`src/rtl/mwpipe_hs_if.sv`:
```
// mwpipe_hs_if: Memory->Writeback handshake bundle; the stage uses slave, its environment uses master.
interface mwpipe_hs_if #(parameter int N = 32, parameter int M = 4);
  logic         valid_M, ready_M, pcload_M, regw_M, regmem_M;
  logic [M-1:0] regScr_M;
  logic [N-1:0] ALUrslt_M, memData_M;
  logic         valid_W, ready_W, pcload_W, regw_W, regmem_W;
  logic [M-1:0] regScr_W;
  logic [N-1:0] ALUrslt_W, memData_W, wbData_W;
  modport master (
    output valid_M, pcload_M, regw_M, regmem_M, regScr_M, ALUrslt_M, memData_M, ready_W,
    input  ready_M, valid_W, pcload_W, regw_W, regmem_W, regScr_W, ALUrslt_W, memData_W, wbData_W
  );
  modport slave (
    input  valid_M, pcload_M, regw_M, regmem_M, regScr_M, ALUrslt_M, memData_M, ready_W,
    output ready_M, valid_W, pcload_W, regw_W, regmem_W, regScr_W, ALUrslt_W, memData_W, wbData_W
  );
endinterface

```
`src/rtl/mwpipe_hs.sv`:
```
// mwpipe_hs: Memory->Writeback pipeline register with valid/ready handshake and flush.
// Define MWPIPE_SKID_EN for a two-entry skid buffer with a registered ready_M.
module mwpipe_hs #(
  parameter int N = 32,
  parameter int M = 4
) (
  input  logic         clk,
  input  logic         rst,
  input  logic         flush,
  mwpipe_hs_if.slave   bus
);
  typedef struct packed {
    logic         pcload;
    logic         regw;
    logic         regmem;
    logic [M-1:0] scr;
    logic [N-1:0] alu;
    logic [N-1:0] mem;
    logic [N-1:0] wb;
  } entry_t;
  entry_t in_e, main_q, main_d;
  logic   v_q, v_d, acc, rel;
  always_comb in_e = '{pcload: bus.pcload_M, regw: bus.regw_M, regmem: bus.regmem_M,
                       scr: bus.regScr_M, alu: bus.ALUrslt_M, mem: bus.memData_M,
                       wb: bus.regmem_M ? bus.memData_M : bus.ALUrslt_M};
  assign acc = bus.valid_M && bus.ready_M;
  assign rel = v_q && bus.ready_W;
`ifdef MWPIPE_SKID_EN
  entry_t skid_q, skid_d;
  logic   sv_q, sv_d, rdy_q;
  assign bus.ready_M = rdy_q;
  always_comb begin
    v_d    = v_q;
    sv_d   = sv_q;
    main_d = main_q;
    skid_d = skid_q;
    if (!v_q || rel) begin
      main_d = sv_q ? skid_q : acc ? in_e : main_q;
      v_d    = sv_q || acc;
      sv_d   = 1'b0;
    end else if (acc) begin
      skid_d = in_e;
      sv_d   = 1'b1;
    end
    if (flush) begin
      v_d  = 1'b0;
      sv_d = 1'b0;
    end
    if (!v_d) begin
      main_d.pcload = 1'b0;
      main_d.regw   = 1'b0;
    end
  end
  always_ff @(posedge clk or negedge rst)
    if (!rst) begin
      sv_q   <= 1'b0;
      skid_q <= '0;
      rdy_q  <= 1'b1;
    end else begin
      sv_q   <= sv_d;
      skid_q <= skid_d;
      rdy_q  <= !sv_d;
    end
`else
  assign bus.ready_M = !v_q || bus.ready_W;
  always_comb begin
    v_d    = acc ? 1'b1 : rel ? 1'b0 : v_q;
    main_d = acc ? in_e : main_q;
    if (flush) v_d = 1'b0;
    if (!v_d) begin
      main_d.pcload = 1'b0;
      main_d.regw   = 1'b0;
    end
  end
`endif
  always_ff @(posedge clk or negedge rst)
    if (!rst) begin
      v_q    <= 1'b0;
      main_q <= '0;
    end else begin
      v_q    <= v_d;
      main_q <= main_d;
    end
  assign bus.valid_W   = v_q;
  assign bus.pcload_W  = main_q.pcload;
  assign bus.regw_W    = main_q.regw;
  assign bus.regmem_W  = main_q.regmem;
  assign bus.regScr_W  = main_q.scr;
  assign bus.ALUrslt_W = main_q.alu;
  assign bus.memData_W = main_q.mem;
  assign bus.wbData_W  = main_q.wb;
endmodule

```
`src/flat_wrapper.sv`:
```
// flat-port wrapper written by rule: the top's interface ports become plain ports
module mwpipe_hs_flat 
#(
  parameter int N = 32,
  parameter int M = 4
)
  (clk, rst, flush, bus_valid_M, bus_pcload_M, bus_regw_M, bus_regmem_M, bus_regScr_M, bus_ALUrslt_M, bus_memData_M, bus_ready_W, bus_ready_M, bus_valid_W, bus_pcload_W, bus_regw_W, bus_regmem_W, bus_regScr_W, bus_ALUrslt_W, bus_memData_W, bus_wbData_W);
  mwpipe_hs_if #(.N(N), .M(M)) bus_i ();
  input  logic clk;
  input  logic rst;
  input  logic flush;
  input wire logic [$bits(bus_i.valid_M)-1:0] bus_valid_M;
  input wire logic [$bits(bus_i.pcload_M)-1:0] bus_pcload_M;
  input wire logic [$bits(bus_i.regw_M)-1:0] bus_regw_M;
  input wire logic [$bits(bus_i.regmem_M)-1:0] bus_regmem_M;
  input wire logic [$bits(bus_i.regScr_M)-1:0] bus_regScr_M;
  input wire logic [$bits(bus_i.ALUrslt_M)-1:0] bus_ALUrslt_M;
  input wire logic [$bits(bus_i.memData_M)-1:0] bus_memData_M;
  input wire logic [$bits(bus_i.ready_W)-1:0] bus_ready_W;
  output wire logic [$bits(bus_i.ready_M)-1:0] bus_ready_M;
  output wire logic [$bits(bus_i.valid_W)-1:0] bus_valid_W;
  output wire logic [$bits(bus_i.pcload_W)-1:0] bus_pcload_W;
  output wire logic [$bits(bus_i.regw_W)-1:0] bus_regw_W;
  output wire logic [$bits(bus_i.regmem_W)-1:0] bus_regmem_W;
  output wire logic [$bits(bus_i.regScr_W)-1:0] bus_regScr_W;
  output wire logic [$bits(bus_i.ALUrslt_W)-1:0] bus_ALUrslt_W;
  output wire logic [$bits(bus_i.memData_W)-1:0] bus_memData_W;
  output wire logic [$bits(bus_i.wbData_W)-1:0] bus_wbData_W;
  assign bus_i.valid_M = bus_valid_M;
  assign bus_i.pcload_M = bus_pcload_M;
  assign bus_i.regw_M = bus_regw_M;
  assign bus_i.regmem_M = bus_regmem_M;
  assign bus_i.regScr_M = bus_regScr_M;
  assign bus_i.ALUrslt_M = bus_ALUrslt_M;
  assign bus_i.memData_M = bus_memData_M;
  assign bus_i.ready_W = bus_ready_W;
  assign bus_ready_M = bus_i.ready_M;
  assign bus_valid_W = bus_i.valid_W;
  assign bus_pcload_W = bus_i.pcload_W;
  assign bus_regw_W = bus_i.regw_W;
  assign bus_regmem_W = bus_i.regmem_W;
  assign bus_regScr_W = bus_i.regScr_W;
  assign bus_ALUrslt_W = bus_i.ALUrslt_W;
  assign bus_memData_W = bus_i.memData_W;
  assign bus_wbData_W = bus_i.wbData_W;
  mwpipe_hs #(.N(N), .M(M)) u_core (.clk(clk), .rst(rst), .flush(flush), .bus(bus_i));
endmodule
```
`config.mk`:
```
export PLATFORM = sky130hd
export DESIGN_NAME = mwpipe_hs_flat
export DESIGN_NICKNAME = d
export VERILOG_FILES = /design/src/rtl/mwpipe_hs_if.sv /design/src/rtl/mwpipe_hs.sv /design/src/flat_wrapper.sv
export SDC_FILE = /design/constraint.sdc
export NUM_CORES = 1
export LEC_CHECK = 0
export CAP_MARGIN = 0
export CORE_ASPECT_RATIO = 0.8
export CORE_MARGIN = 1
export CORE_UTILIZATION = 45
export CTS_BUF_LIST = sky130_fd_sc_hd__clkbuf_4 sky130_fd_sc_hd__clkbuf_8
export DETAILED_ROUTE_END_ITERATION = 7
export GPL_TIMING_DRIVEN = 0
export PLACE_DENSITY = 0.89
export SETUP_SLACK_MARGIN = 0.1
export SLEW_MARGIN = 15
export SYNTH_ARGS = -nofsm -noshare
export SYNTH_HDL_FRONTEND = slang
export SYNTH_SLANG_ARGS = --single-unit
```
`constraint.sdc`:
```
create_clock -name clk -period 2.1 [get_ports clk]
set_clock_uncertainty 0.1 [all_clocks]
set_input_delay 0.315 -clock clk [delete_from_list [all_inputs] [get_ports clk]]
set_output_delay 0.315 -clock clk [all_outputs]
set_load 0.01 [all_outputs]
```
After elaboration in Yosys (flattened, before gate mapping) --
Cells that the tools add are included.
Storage, ports and cells: flip-flop bits (word level) 104, input port bits 76, output and inout port bits 105
Cells by class: equal/unequal tests 1, mux-type cells 6, reduce and logical (&&, ||, !) cells 4
Operators by type and width (number):
- $mux W103 | 1
- $mux W32 | 1
- $mux W1 | 3
- $logic_and A1 B1 Y1 | 2
- $mux W2 | 1
- $ne A2 B2 Y1 const B | 1
- $logic_not A1 Y1 | 1
- $logic_or A1 B1 Y1 | 1

Logic depth before layout (Yosys ltp) --
word-level depth 6, mapped depth 7, mapped depth without buffers 4

Worst setup path before layout --
No wires, ideal clock.
kind flip-flop to flip-flop, start point reg u_core.v_q, in the netlist u_core.bus.valid_W, end point reg u_core.main_q (netlist bit u_core.bus.memData_W[23]), setup time 0.125 ns, data arrival time 1.383 ns, data required time 1.875 ns, setup slack 0.492 ns, cell stages (with the launch flop) 8, path buffers 3, cell sequence dfrtp_1 -> nor2b_4 -> buf_6 -> clkinv_4 -> nand2_4 -> buf_12 -> buf_8 -> mux2_4
On the way: cells in the longest elaborated chain, start to end 3
RTL lines:
- from (decl) | RTL line mwpipe_hs.sv:22 | logic v_q, v_d, acc, rel;
- from (signal assigned) | RTL line mwpipe_hs.sv:81 | v_q <= v_d;
- $logic_not A1 Y1 | RTL line mwpipe_hs.sv:65 | assign bus.ready_M = !v_q || bus.ready_W;
- $logic_or A1 B1 Y1 | RTL line mwpipe_hs.sv:65
- net bus_ready_M | RTL line flat_wrapper.sv:20 | output wire logic [$bits(bus_i.ready_M)-1:0] bus_ready_M;
- $logic_and A1 B1 Y1 | RTL line mwpipe_hs.sv:26 | assign acc = bus.valid_M && bus.ready_M;
- to (signal assigned) | RTL line mwpipe_hs.sv:82 | main_q <= main_d;
- to (decl) | RTL line mwpipe_hs.sv:21 | entry_t in_e, main_q, main_d;
The timed path passes the listed nets, and every way through them passes these cells. A chain may end at the register's enable or synchronous reset.

Worst setup path after layout --
start point in bus_ready_W, end point out bus_ready_M
On the way: cells in the longest elaborated chain, start to end 1
RTL lines:
- from (decl) | RTL line flat_wrapper.sv:19 | input wire logic [$bits(bus_i.ready_W)-1:0] bus_ready_W;
- $logic_or A1 B1 Y1 | RTL line mwpipe_hs.sv:65
- to (decl) | RTL line flat_wrapper.sv:20
No other way between the ends.

==> summary.md <==
| Metric | Value |
|---|---|
| Pin count of the biggest net entering global routing | `56` |
| R2r endpoint | `u_core.bus.memData_W[27]` |
| Antenna violations before repair | `0` |
| # diodes | `0` |
| Drt drc | `0` |
| Clk Latency, worst-skew pair | `0.35 ns` |
| Minimum clock period | `1.81 ns` |
| Levels on crit path | `5` |
| CP max FO | `9` |
| Final hold vios | `0` |
| CTS tree | `yes` |
| Post-DP HPWL | `8570 um` |
| Finished Core Util | `69.1%` |
| Max rail drop VDD | `423 uV` |
| WP data required | `1.68 ns` |
| Die Height | `91.6 um` |
| CP max stage delay | `0.44 ns` |
| Final non-filler cell total | `634` |
| Hold Crit Depth | `3` |
| Critical Path Slowest Stage Cell | `clkdlybuf4s50_1` |
| Die Wd | `114 um` |
| Sequential cell area fraction in the yosys report | `57.6%` |
| Post-DRT Antenna Nets | `0` |
| Vias per cell | `5.05` |
| Slew Limit Headroom | `67.6%` |
| Critical path buffers and inverters | `4` |
| CTS Root Cell | `clkbuf_8` |
| Crit-path cells | `clkdlybuf4s50_1 -> nor2b_4 -> buf_6 -> clkinv_4 -> dlygate4sd2_1` |
| RePlAce Congestion | `0.750` |
| Row count | `32` |
| Peak Freq | `0.554 GHz` |
| First-pass GRT wire length | `18800 um` |
| Post-CTS Setup Bufs | `0` |
| RSZ-0062 raised after global routing | `false` |
| Area grow syn2layout | `48.2%` |
| Dpl cells | `618` |
| Total Nets Final | `570` |
| Critical path's top delay family | `buffers and inverters` |
| Max cap viols | `0` |
| CORE AREA | `0.00969 mm^2` |
| Min Hold Slack | `0.304 ns` |
| Grt ovf | `0` |
| Synthesized flop and latch total | `104` |
| Layout cells sized above 1 | `20.7%` |
| Total GRT Usage | `23.8%` |
| CTS H-tree lvls | `3` |
| Worst Max-Slew Pin Slew | `0.486 ns` |
| Die ar. | `0.0104 mm^2` |
| Fillers | `701` |
| Gate Count Post-Synth | `302` |
| Clock transition at path regs | `0.09 ns` |
| Yosys warns | `0` |
| Worst R2R Start | `u_core.bus.valid_W` |
| Pwr/cell area | `738 mW/mm^2` |
| R2R depth | `7` |
| Final TNS setup | `0 ns` |
| Hold EP | `u_core.bus.wbData_W[20]` |
| Via Count | `3204` |
| Mapped Avg Cell Area | `15.0 um^2` |
| Number of I/O pins | `181` |
| Final period utilization | `86.0%` |
| Bufs on Longest Clock Path | `2` |
| I/O Buffers | `179` |
| Cell variety after synth | `20` |
| Initial DRC Count | `129` |
| Syn_nets | `378` |
| Setup crit end kind | `output pin` |
| CP Class | `in2out` |
| FF-to-FF setup slack | `0.42 ns` |
| Starting Density | `46.6%` |
| Outcome | `complete, no violations` |
| DR pass1 iterations | `4` |
| DR WL/cell | `18.3 um` |
| Startpoint types | `input pin` |
| Design area | `0.00669 mm^2` |
| Total CTS buffers | `9` |
| Hold Crit Class | `in2reg` |
| Max-slew violations | `0` |
| Setup violators final | `0` |
| Clock Sinks | `104` |
| Leakage | `2.95 nW` |
| DP Area | `0.00651 mm^2` |
| CP arrival | `1.39 ns` |
| Mapped Area | `0.00452 mm^2` |
| WL final | `11600 um` |
| Hold Startpoint | `bus_regmem_M` |
| Vias in the first global route | `3533` |
-- synth_stat cells, drive strengths merged --
master	count	area [um^2]
mux2i	32	320
dfrtp	104	2600
buf	12	166
nor2b	1	13.8
mux2	69	995
a21oi	3	15.0
nand3	2	10.0
nor2	1	6.26
nand2	3	18.8
o21ai	64	320
inv	1	3.75
clkinv	1	8.76
clkbuf	9	35.0
-- worst register-to-register path: cells and delay by family, from the launching register on --
kind | cells | cell delay [ns]
buffers and inverters | 4 | 0.56
flip-flops | 1 | 0.37
multiplexers | 1 | 0.31
AND/OR/NAND/NOR | 2 | 0.24
-- per-stage QoR --
| step | total power [mW] | setup slack (ns) |
|---|---|---|
| 3_5_place_dp | 3.83 | 0.0145 |
| 2_1_floorplan | 2.99 | 0.492 |
| 6_report | 4.94 | 0.294 |
| 3_3_place_gp | 3.78 | -3.10 |
| 5_1_grt | 5.18 | 0.231 |
| 4_1_cts | 4.99 | 0.284 |
-- area by class of cell --
type | instances | area, um^2 | area share (%)
Inverter | 2 | 12.5 | 0.187
Clock buffer | 11 | 145 | 2.17
Buffer | 21 | 201 | 3.01
Timing Repair Buffer | 181 | 1830 | 27.3
Sequential cell | 104 | 2600 | 38.9
Tap cell | 136 | 170 | 2.54
Multi-Input combinational cell | 175 | 1700 | 25.4
Clock inverter | 4 | 31.3 | 0.467
-- flip-flops by register name, indices dropped and copies added (netlist names) --
register / count
u_core.bus.regScr_W: 4
u_core.bus.valid_W: 1
u_core.bus.ALUrslt_W: 32
u_core.bus.memData_W: 32
u_core.bus.regw_W: 1
u_core.bus.regmem_W: 1
u_core.bus.wbData_W: 32
u_core.bus.pcload_W: 1
-- where the power goes --
group	internal, mW	total, mW	switching (mW)	leakage [nW]
Combinational	0.870	1.39	0.523	1.64
Sequential	2.25	2.39	0.143	1.24
Clock	0.473	1.16	0.683	0.0811
-- how the worst max path moves through the flow --
stage / from / slack, ns / end
floorplan: u_core.bus.valid_W / 0.49 / u_core.bus.memData_W[23]
global placement: rst / -3.10 / u_core.bus.ALUrslt_W[4]
detailed placement: bus_ready_W / 0.01 / u_core.bus.memData_W[27]
CTS: bus_ready_W / 0.28 / bus_ready_M
global route: u_core.bus.valid_W / 0.23 / bus_ready_M
finish: bus_ready_W / 0.29 / bus_ready_M
-- cells in the final DEF (no fill, tap or decap), types with 4 or more instances in the layout --
cell,n
clkdlybuf4s50_1,177
dfrtp_1,104
o21ai_0,62
mux2_4,58
mux2i_1,32
mux2_2,11
clkbuf_8,10
clkbuf_1,8
buf_12,6
buf_2,4
-- logic make-up (layout without fill, tap and decap cells) --
group           Yosys count  in the layout  synth area share [%]
buf+inv                  23            219                  4.74
simple gates              7              7                  1.08
flops                   104            104                  57.6
mux                     101            101                  29.1
compound gates           67             67                  7.43
-- timing repair --
action	in CTS	in global routing
gates resized for setup	1	0
endpoints found under the setup margin	1	0
hold buffers	1	0
endpoints found under the hold margin	49	0
-- metal layers --
layer / GRT usage (%) / routed length [um] / share of wire (%) / up-vias
li1: - / - / - / 1455
met1: 30.1 / 4950 / 43 / 1604
met2: 38.5 / 5570 / 48 / 131
met3: 8.81 / 942 / 8.1 / 14
met4: 5.74 / 142 / 1.2 / 0
met5: 0 / 0 / 0 / -
(Power assumes the default switching activity.)
